===== config.mk =====
export PLATFORM = sky130hd
export DESIGN_NAME = adder_rca_pipe
export DESIGN_NICKNAME = d
export VERILOG_FILES = /design/src/rtl/adder_pkg.sv /design/src/rtl/adder_rca_pipe_stage.sv /design/src/rtl/adder_rca_pipe.sv
export SDC_FILE = /design/constraint.sdc
export NUM_CORES = 1
export LEC_CHECK = 0
export BUFFER_PORTS_ARGS = -buffer_cell sky130_fd_sc_hd__buf_4
export CAP_MARGIN = 20
export CORE_UTILIZATION = 31
export DETAILED_ROUTE_END_ITERATION = 12
export PLACE_DENSITY = 0.48
export SYNTH_ARGS = -nofsm -noshare
export SYNTH_HDL_FRONTEND = slang
export SYNTH_SLANG_ARGS = --single-unit

===== constraint.sdc =====
create_clock -name clk -period 1.8 [get_ports clk]
set_clock_uncertainty 0.05 [all_clocks]
set_input_delay 0.09 -clock clk [delete_from_list [all_inputs] [get_ports clk]]
set_output_delay 0.09 -clock clk [all_outputs]
set_load 0.02 [all_outputs]

===== src/rtl/adder_pkg.sv =====
// Purpose: shared helpers and per-stage control record for the pipelined ripple-carry adder.
// Latency: none (types and constant functions only).
// Backpressure: none; see adder_rca_pipe for the stream handshake.
package adder_pkg;

  // Control half of a stage record. The data half is one packed vector per stage,
  // laid out as {b_hi, a_hi, sum_lo}: upper operand chunks not yet added sit above
  // the sum chunks already produced, so no stage carries full-width a/b copies.
  typedef struct packed {
    logic valid;
    logic carry;
  } stage_ctl_t;

  // Width of the chunk rippled by each stage.
  function automatic int chunk_w(input int n, input int stages);
    return n / stages;
  endfunction

  // True when the operand width splits evenly into the requested stage count.
  function automatic bit chunk_ok(input int n, input int stages);
    return (stages > 0) && (n >= stages) && ((n % stages) == 0);
  endfunction

endpackage


===== src/rtl/adder_rca_pipe_stage.sv =====
// Purpose: one pipeline stage - ripples chunk K of a + b_eff + carry and registers it with valid/carry.
// Latency: 1 cycle; loads only when en=1, data loads only for a valid bundle (ovf via ADDER_RCA_PIPE_OVF_EN).
// Backpressure: holds its contents while en=0; en is computed by the parent from downstream state.
module adder_rca_pipe_stage
  import adder_pkg::*;
#(
  parameter int N      = 16,
  parameter int STAGES = 4,
  parameter int K      = 0,
  localparam int W     = chunk_w(N, STAGES),
  localparam int DIN   = 2*N - K*W,
  localparam int DOUT  = 2*N - (K+1)*W
) (
  input  logic            clk,
  input  logic            rstb,
  input  logic            en,
  input  logic            vin,
  input  logic            cin,
  input  logic [DIN-1:0]  din,
  output logic            v,
  output logic            c,
  output logic [DOUT-1:0] dout
`ifdef ADDER_RCA_PIPE_OVF_EN
  ,
  input  logic            ovf_in,
  output logic            ovf
`endif
);

  localparam bit LAST = (K == STAGES-1);

  logic [W-1:0]    a_ck;
  logic [W-1:0]    b_ck;
  logic [W-1:0]    s_ck;
  logic            c_ck;
  logic [N-1:0]    mid_nxt;
  logic [DOUT-1:0] dout_nxt;
  stage_ctl_t      ctl_q;

  // Chunk K of a sits in place in the low N bits; the lowest remaining b chunk sits at bit N.
  assign a_ck = din[K*W +: W];
  assign b_ck = din[N +: W];
  assign {c_ck, s_ck} = {1'b0, a_ck} + {1'b0, b_ck} + {{W{1'b0}}, cin};

  // Replace the consumed a chunk with its sum so the low field grows as sum_lo.
  always_comb begin
    mid_nxt           = din[N-1:0];
    mid_nxt[K*W +: W] = s_ck;
  end

  if (LAST) begin : g_last
    assign dout_nxt = mid_nxt;
  end else begin : g_pass
    assign dout_nxt = {din[DIN-1:N+W], mid_nxt};
  end

  // Valid advances on every enable so bubbles collapse; carry/data load only for a real bundle.
  always_ff @(posedge clk or negedge rstb) begin
    if (!rstb) begin
      ctl_q <= '0;
      dout  <= '0;
    end else if (en) begin
      ctl_q.valid <= vin;
      if (vin) begin
        ctl_q.carry <= c_ck;
        dout        <= dout_nxt;
      end
    end
  end

  assign v = ctl_q.valid;
  assign c = ctl_q.carry;

`ifdef ADDER_RCA_PIPE_OVF_EN
  logic ovf_nxt;

  // Carry into the MSB equals a^b^s at that bit; only the top chunk owns the sign bit.
  assign ovf_nxt = ovf_in | (LAST & (a_ck[W-1] ^ b_ck[W-1] ^ s_ck[W-1] ^ c_ck));

  // Overflow flag travels with the data it describes.
  always_ff @(posedge clk or negedge rstb) begin
    if (!rstb) begin
      ovf <= 1'b0;
    end else if (en && vin) begin
      ovf <= ovf_nxt;
    end
  end
`endif

endmodule


===== src/rtl/adder_rca_pipe.sv =====
// Purpose: pipelined ripple-carry adder/subtractor, STAGES chunks of N/STAGES bits; optional ovf via ADDER_RCA_PIPE_OVF_EN.
// Latency: STAGES cycles from input transfer to out_valid; one op per clock when unstalled.
// Backpressure: per-stage enables, bubbles collapse; in_ready drops only when every stage holds a result.
module adder_rca_pipe
  import adder_pkg::*;
#(
  parameter int N      = 16,
  parameter int STAGES = 4
) (
  input  logic         clk,
  input  logic         rstb,
  input  logic         in_valid,
  output logic         in_ready,
  input  logic [N-1:0] a,
  input  logic [N-1:0] b,
  input  logic         ci,
  input  logic         sub,
  output logic         out_valid,
  input  logic         out_ready,
  output logic [N-1:0] s,
  output logic         co
`ifdef ADDER_RCA_PIPE_OVF_EN
  ,
  output logic         ovf
`endif
);

  localparam int W = chunk_w(N, STAGES);

  if (!chunk_ok(N, STAGES)) begin : g_bad_cfg
    $error("adder_rca_pipe: N must be a positive multiple of STAGES");
  end

  logic [N-1:0] b_eff;
  logic         c_in;

  // Subtraction is a + ~b + 1; ci is ignored in that mode.
  assign b_eff = sub ? ~b : b;
  assign c_in  = sub | ci;

  for (genvar k = 0; k < STAGES; k++) begin : g_st
    localparam int DIN  = 2*N - k*W;
    localparam int DOUT = 2*N - (k+1)*W;

    logic [DIN-1:0]  din;
    logic            vin;
    logic            cin;
    logic            en;
    logic            v;
    logic            c;
    logic [DOUT-1:0] dout;
`ifdef ADDER_RCA_PIPE_OVF_EN
    logic            ovf_in;
    logic            ovf_q;
`endif

    if (k == 0) begin : g_head
      assign din = {b_eff, a};
      assign vin = in_valid;
      assign cin = c_in;
`ifdef ADDER_RCA_PIPE_OVF_EN
      assign ovf_in = 1'b0;
`endif
    end else begin : g_body
      assign din = g_st[k-1].dout;
      assign vin = g_st[k-1].v;
      assign cin = g_st[k-1].c;
`ifdef ADDER_RCA_PIPE_OVF_EN
      assign ovf_in = g_st[k-1].ovf_q;
`endif
    end

    // A stage may load when it is empty or its successor is moving.
    if (k == STAGES-1) begin : g_tail
      assign en = !v || out_ready;
    end else begin : g_fwd
      assign en = !v || g_st[k+1].en;
    end

    adder_rca_pipe_stage #(
      .N      (N),
      .STAGES (STAGES),
      .K      (k)
    ) u_stage (
      .clk    (clk),
      .rstb   (rstb),
      .en     (en),
      .vin    (vin),
      .cin    (cin),
      .din    (din),
      .v      (v),
      .c      (c),
      .dout   (dout)
`ifdef ADDER_RCA_PIPE_OVF_EN
      ,
      .ovf_in (ovf_in),
      .ovf    (ovf_q)
`endif
    );
  end

  assign in_ready  = g_st[0].en;
  assign out_valid = g_st[STAGES-1].v;
  assign s         = g_st[STAGES-1].dout;
  assign co        = g_st[STAGES-1].c;
`ifdef ADDER_RCA_PIPE_OVF_EN
  assign ovf       = g_st[STAGES-1].ovf_q;
`endif

endmodule

==> flow_metrics.py <==
metrics = {
    "final_layout": {
        "fin_nets": 459,
        "post-route-util_pct": 41.10,
        "syn2layout_area_growth_pct": 29.23,
        "fillers": 1290,
        "fin_cells": 582,
        "antenna_cells": 0,
        "drive_gt1_share_pct": 39.16,
    },
    "cts": {
        "htree_levels": 3,
        "clk_latency_ns": 0.34,
        "cts_buffers": 9,
        "cts_setup_buffers": 0,
        "clk_pin_slew_ns": 0.07,
        "cts_root_buffer": "clkbuf_16",
        "cts_sinks": 96,
        "cts_tree": "done",
        "clock_path_buffers": 2,
    },
    "logic_synthesis": {
        "synth_area_per_cell_um2": 13.50,
        "synth_edf_count": 0,
        "ys.flop_type": "dfrtp_1",
        "synth.distinct_cells": 26,
        "syn_area_um2": 4212,
        "async_flop_share_pct": 100.0,
        "yosysMostFrequentCell": "dfrtp_1",
        "synthesis.instances": 312,
        "synth_common_cells": "dfrtp_1 (96), mux2_2 (65), nand2_1 (27), o21ai_0 (23)",
        "synthDominantCellAreaShare_pct": 57.04,
        "synth_top_area_cell": "dfrtp_1",
        "yosysWarnings": 0,
        "ys_ff_latch": 96,
        "netlist_top_cells_area": "dfrtp_1 (57%), mux2_2 (17%), fa_1 (3.8%), ha_1 (3.6%), o21ai_0 (2.7%)",
        "ys_seq_area_share_pct": 57.04,
        "synth_nets": 370,
    },
    "route": {
        "drt_iter0_drc": 102,
        "wl_per_cell_um": 12.49,
        "drt-total-wl_um": 7271,
        "ant_nets": 0,
        "via_per_inst": 4.220,
        "firstDrtPassIters": 3,
        "drc": 0,
        "vias": 2456,
    },
    "critical_path": {
        "cp.required_ns": 2.01,
        "cp_max_fo": 2,
        "cp.arrival_ns": 1.91,
        "slowest_stage": "fa_1",
        "path_cells": "inv_1, fa_1, fa_2, inv_1, a21o_1, a21oi_1, o21ai_0",
        "critPathLaunchType": "flip-flop",
        "setup.worst_path.end_class": "flip-flop",
        "cpMostUsedCell": "inv_1",
        "crit_type": "reg -> reg",
        "max_stage_delay_ns": 0.46,
    },
    "global_routing": {
        "grt_max_degree": 97,
        "grt_pass1_vias": 2499,
        "track_usage_pct": 11.56,
        "antenna_found_initial": 0,
        "globalRouteOverflowTotal": 0,
        "grt_pass1_wl_um": 12620,
    },
    "timing": {
        "setup_violations": 0,
        "final-max-slew-violation-count": 0,
        "period_minus_slack_ns": 1.698,
        "setup_tns_ns": 0,
        "timing.fmax_ghz": 0.5888,
        "hold_viol_final": 0,
        "relSlewSlack_pct": 63.98,
        "fin_hold_ws_ns": 0.009095,
        "period_share_pct": 94.35,
        "tightest_slew_ns": 0.5402,
    },
    "floorplanning": {
        "io_pins": 57,
        "core.rowCount": 42,
        "dieHeight_um": 118.6,
        "die_w_um": 118.6,
        "die-area_um2": 14060,
        "initial_utilization_pct": 31.80,
        "core_area_um2": 13240,
    },
    "pwr": {
        "p_leak_nw": 2.467,
        "pwr_density_cell_nw_per_um2": 1369,
        "ir_drop_mv": 0.4573,
    },
    "place": {
        "numPortBuffers": 56,
        "gp_congestion": 0.6665,
        "dp.cells": 541,
        "dpl.hpwl_um": 4954,
    },
    "hold_path": {
        "holdCritPathClass": "in -> reg",
    },
    "status": {
        "status": "complete, no violations",
    },
    "run": {
        "drv_cap": 0,
    },
}
[worst max-delay path: cells and delay by family, from the launching register on]
family,cells,cell delay [ns]
AOI/OAI and AO/OA,3,0.30
buffers and inverters,2,0.13
DFF,1,0.32
adders and majority gates,2,0.82
[layout make-up]
type,count,area [um^2],share of cell area [%]
clock buffer,12,246.5,4.529
multi-input combinational,192,1719,31.59
inverter,11,41.29,0.7586
sequential,96,2402,44.14
timing repair buffer,91,783.3,14.39
tap,176,220.2,4.046
clock inverter,4,30.03,0.5517
[cell families (layout without fill, tap and decap cells)]
family / Yosys count / in the layout / synth area share [%]
DFF: 96 / 96 / 57.04
buffers and inverters: 24 / 118 / 2.852
AOI/OAI and AO/OA: 44 / 44 / 6.150
adders and majority gates: 20 / 20 / 7.368
xor gates and xnor gates: 23 / 23 / 4.783
muxes: 65 / 65 / 17.38
and+or+nand+nor: 40 / 40 / 4.427
[routing by layer]
metal  vias up  track usage (%)  part of all wire (%)
li1       1242                -                     -
met1      1164            16.84                    51
met2        40            16.34                    44
met3        10            1.737                   2.6
met4         0            6.408                   2.1
met5         -                0                     0
[power by group]
part / total [mW] / switching [mW] / internal [mW]
Combinational: 2.36 / 1.06 / 1.31
Clock: 1.76 / 0.787 / 0.978
Sequential: 3.32 / 0.420 / 2.90
Total: 7.45 / 2.26 / 5.19
[cells in the final DEF (no fill, tap or decap)]
| cell | n |
|---|---|
| xor2_1 | 11 |
| nand2b_1 | 4 |
| a21oi_2 | 2 |
| o21ai_1 | 1 |
| nand4b_2 | 1 |
| dfrtp_1 | 96 |
| a21oi_1 | 7 |
| inv_1 | 11 |
| fa_1 | 2 |
| a21o_1 | 7 |
| nor2b_1 | 1 |
| mux2_2 | 65 |
| or2_2 | 1 |
| fa_2 | 6 |
| a211oi_2 | 1 |
| dlygate4sd3_1 | 25 |
| buf_4 | 63 |
| o21ai_0 | 22 |
| clkinv_2 | 1 |
| o31ai_1 | 1 |
| nand3b_1 | 1 |
| nand2_1 | 27 |
| nand2_2 | 1 |
| xnor2_1 | 12 |
| o21ai_4 | 1 |
| nor2_1 | 2 |
| clkbuf_8 | 1 |
| clkinv_4 | 2 |
| clkbuf_16 | 9 |
| clkbuf_1 | 2 |
| ha_1 | 12 |
| clkinvlp_4 | 1 |
| buf_12 | 3 |
| nor3_1 | 1 |
| or2_4 | 1 |
| o21a_1 | 2 |
[registers in the layout, indices dropped and copies added, names as in the netlist]
signal and flops:
g_st.u_stage.dout 88, g_st.u_stage.c 4, g_st.u_stage.v 4
[repair_timing]
| action | 4_1_cts | 5_1_grt |
|---|---|---|
| pin swaps | 0 | 3 |
| gates cloned | 0 | 0 |
| endpoints found under the hold margin | 120 | 0 |
| endpoints found under the setup margin | 1 | 3 |
| resized for setup | 1 | 6 |
| hold buffers | 25 | 0 |
[through the flow]
stage               area, um^2  power (mW)  setup slack (ns)
finish                    5443       7.449            0.1017
floorplan                 4249       4.873           -0.1267
global route              5443       8.031          -0.01825
global placement          4898       5.658          -0.02736
CTS                       5428       7.565           0.01808
detailed placement        4898       5.724          -0.04123
[worst paths after layout]
path,startpoint,depth (start not counted),slack [ns],endpoint
setup / recovery,g_st[0].u_stage.c$_DFFE_PN0P_,7,0.10,g_st[1].u_stage.c$_DFFE_PN0P_
hold / removal,b[8],3,0.009,g_st[0].u_stage.dout[20]$_DFFE_PN0P_
setup reg to reg,g_st[0].u_stage.c$_DFFE_PN0P_,7,0.10,g_st[1].u_stage.c$_DFFE_PN0P_
hold reg to reg,g_st[2].u_stage.dout[10]$_DFFE_PN0P_,2,0.43,g_st[2].u_stage.dout[10]$_DFFE_PN0P_
max in group asynchronous,rstb,3,0.99,g_st[2].u_stage.v$_DFFE_PN0P_
min in group asynchronous,rstb,3,0.26,g_st[0].u_stage.dout[12]$_DFFE_PN0P_
(Power assumes the default switching activity.)
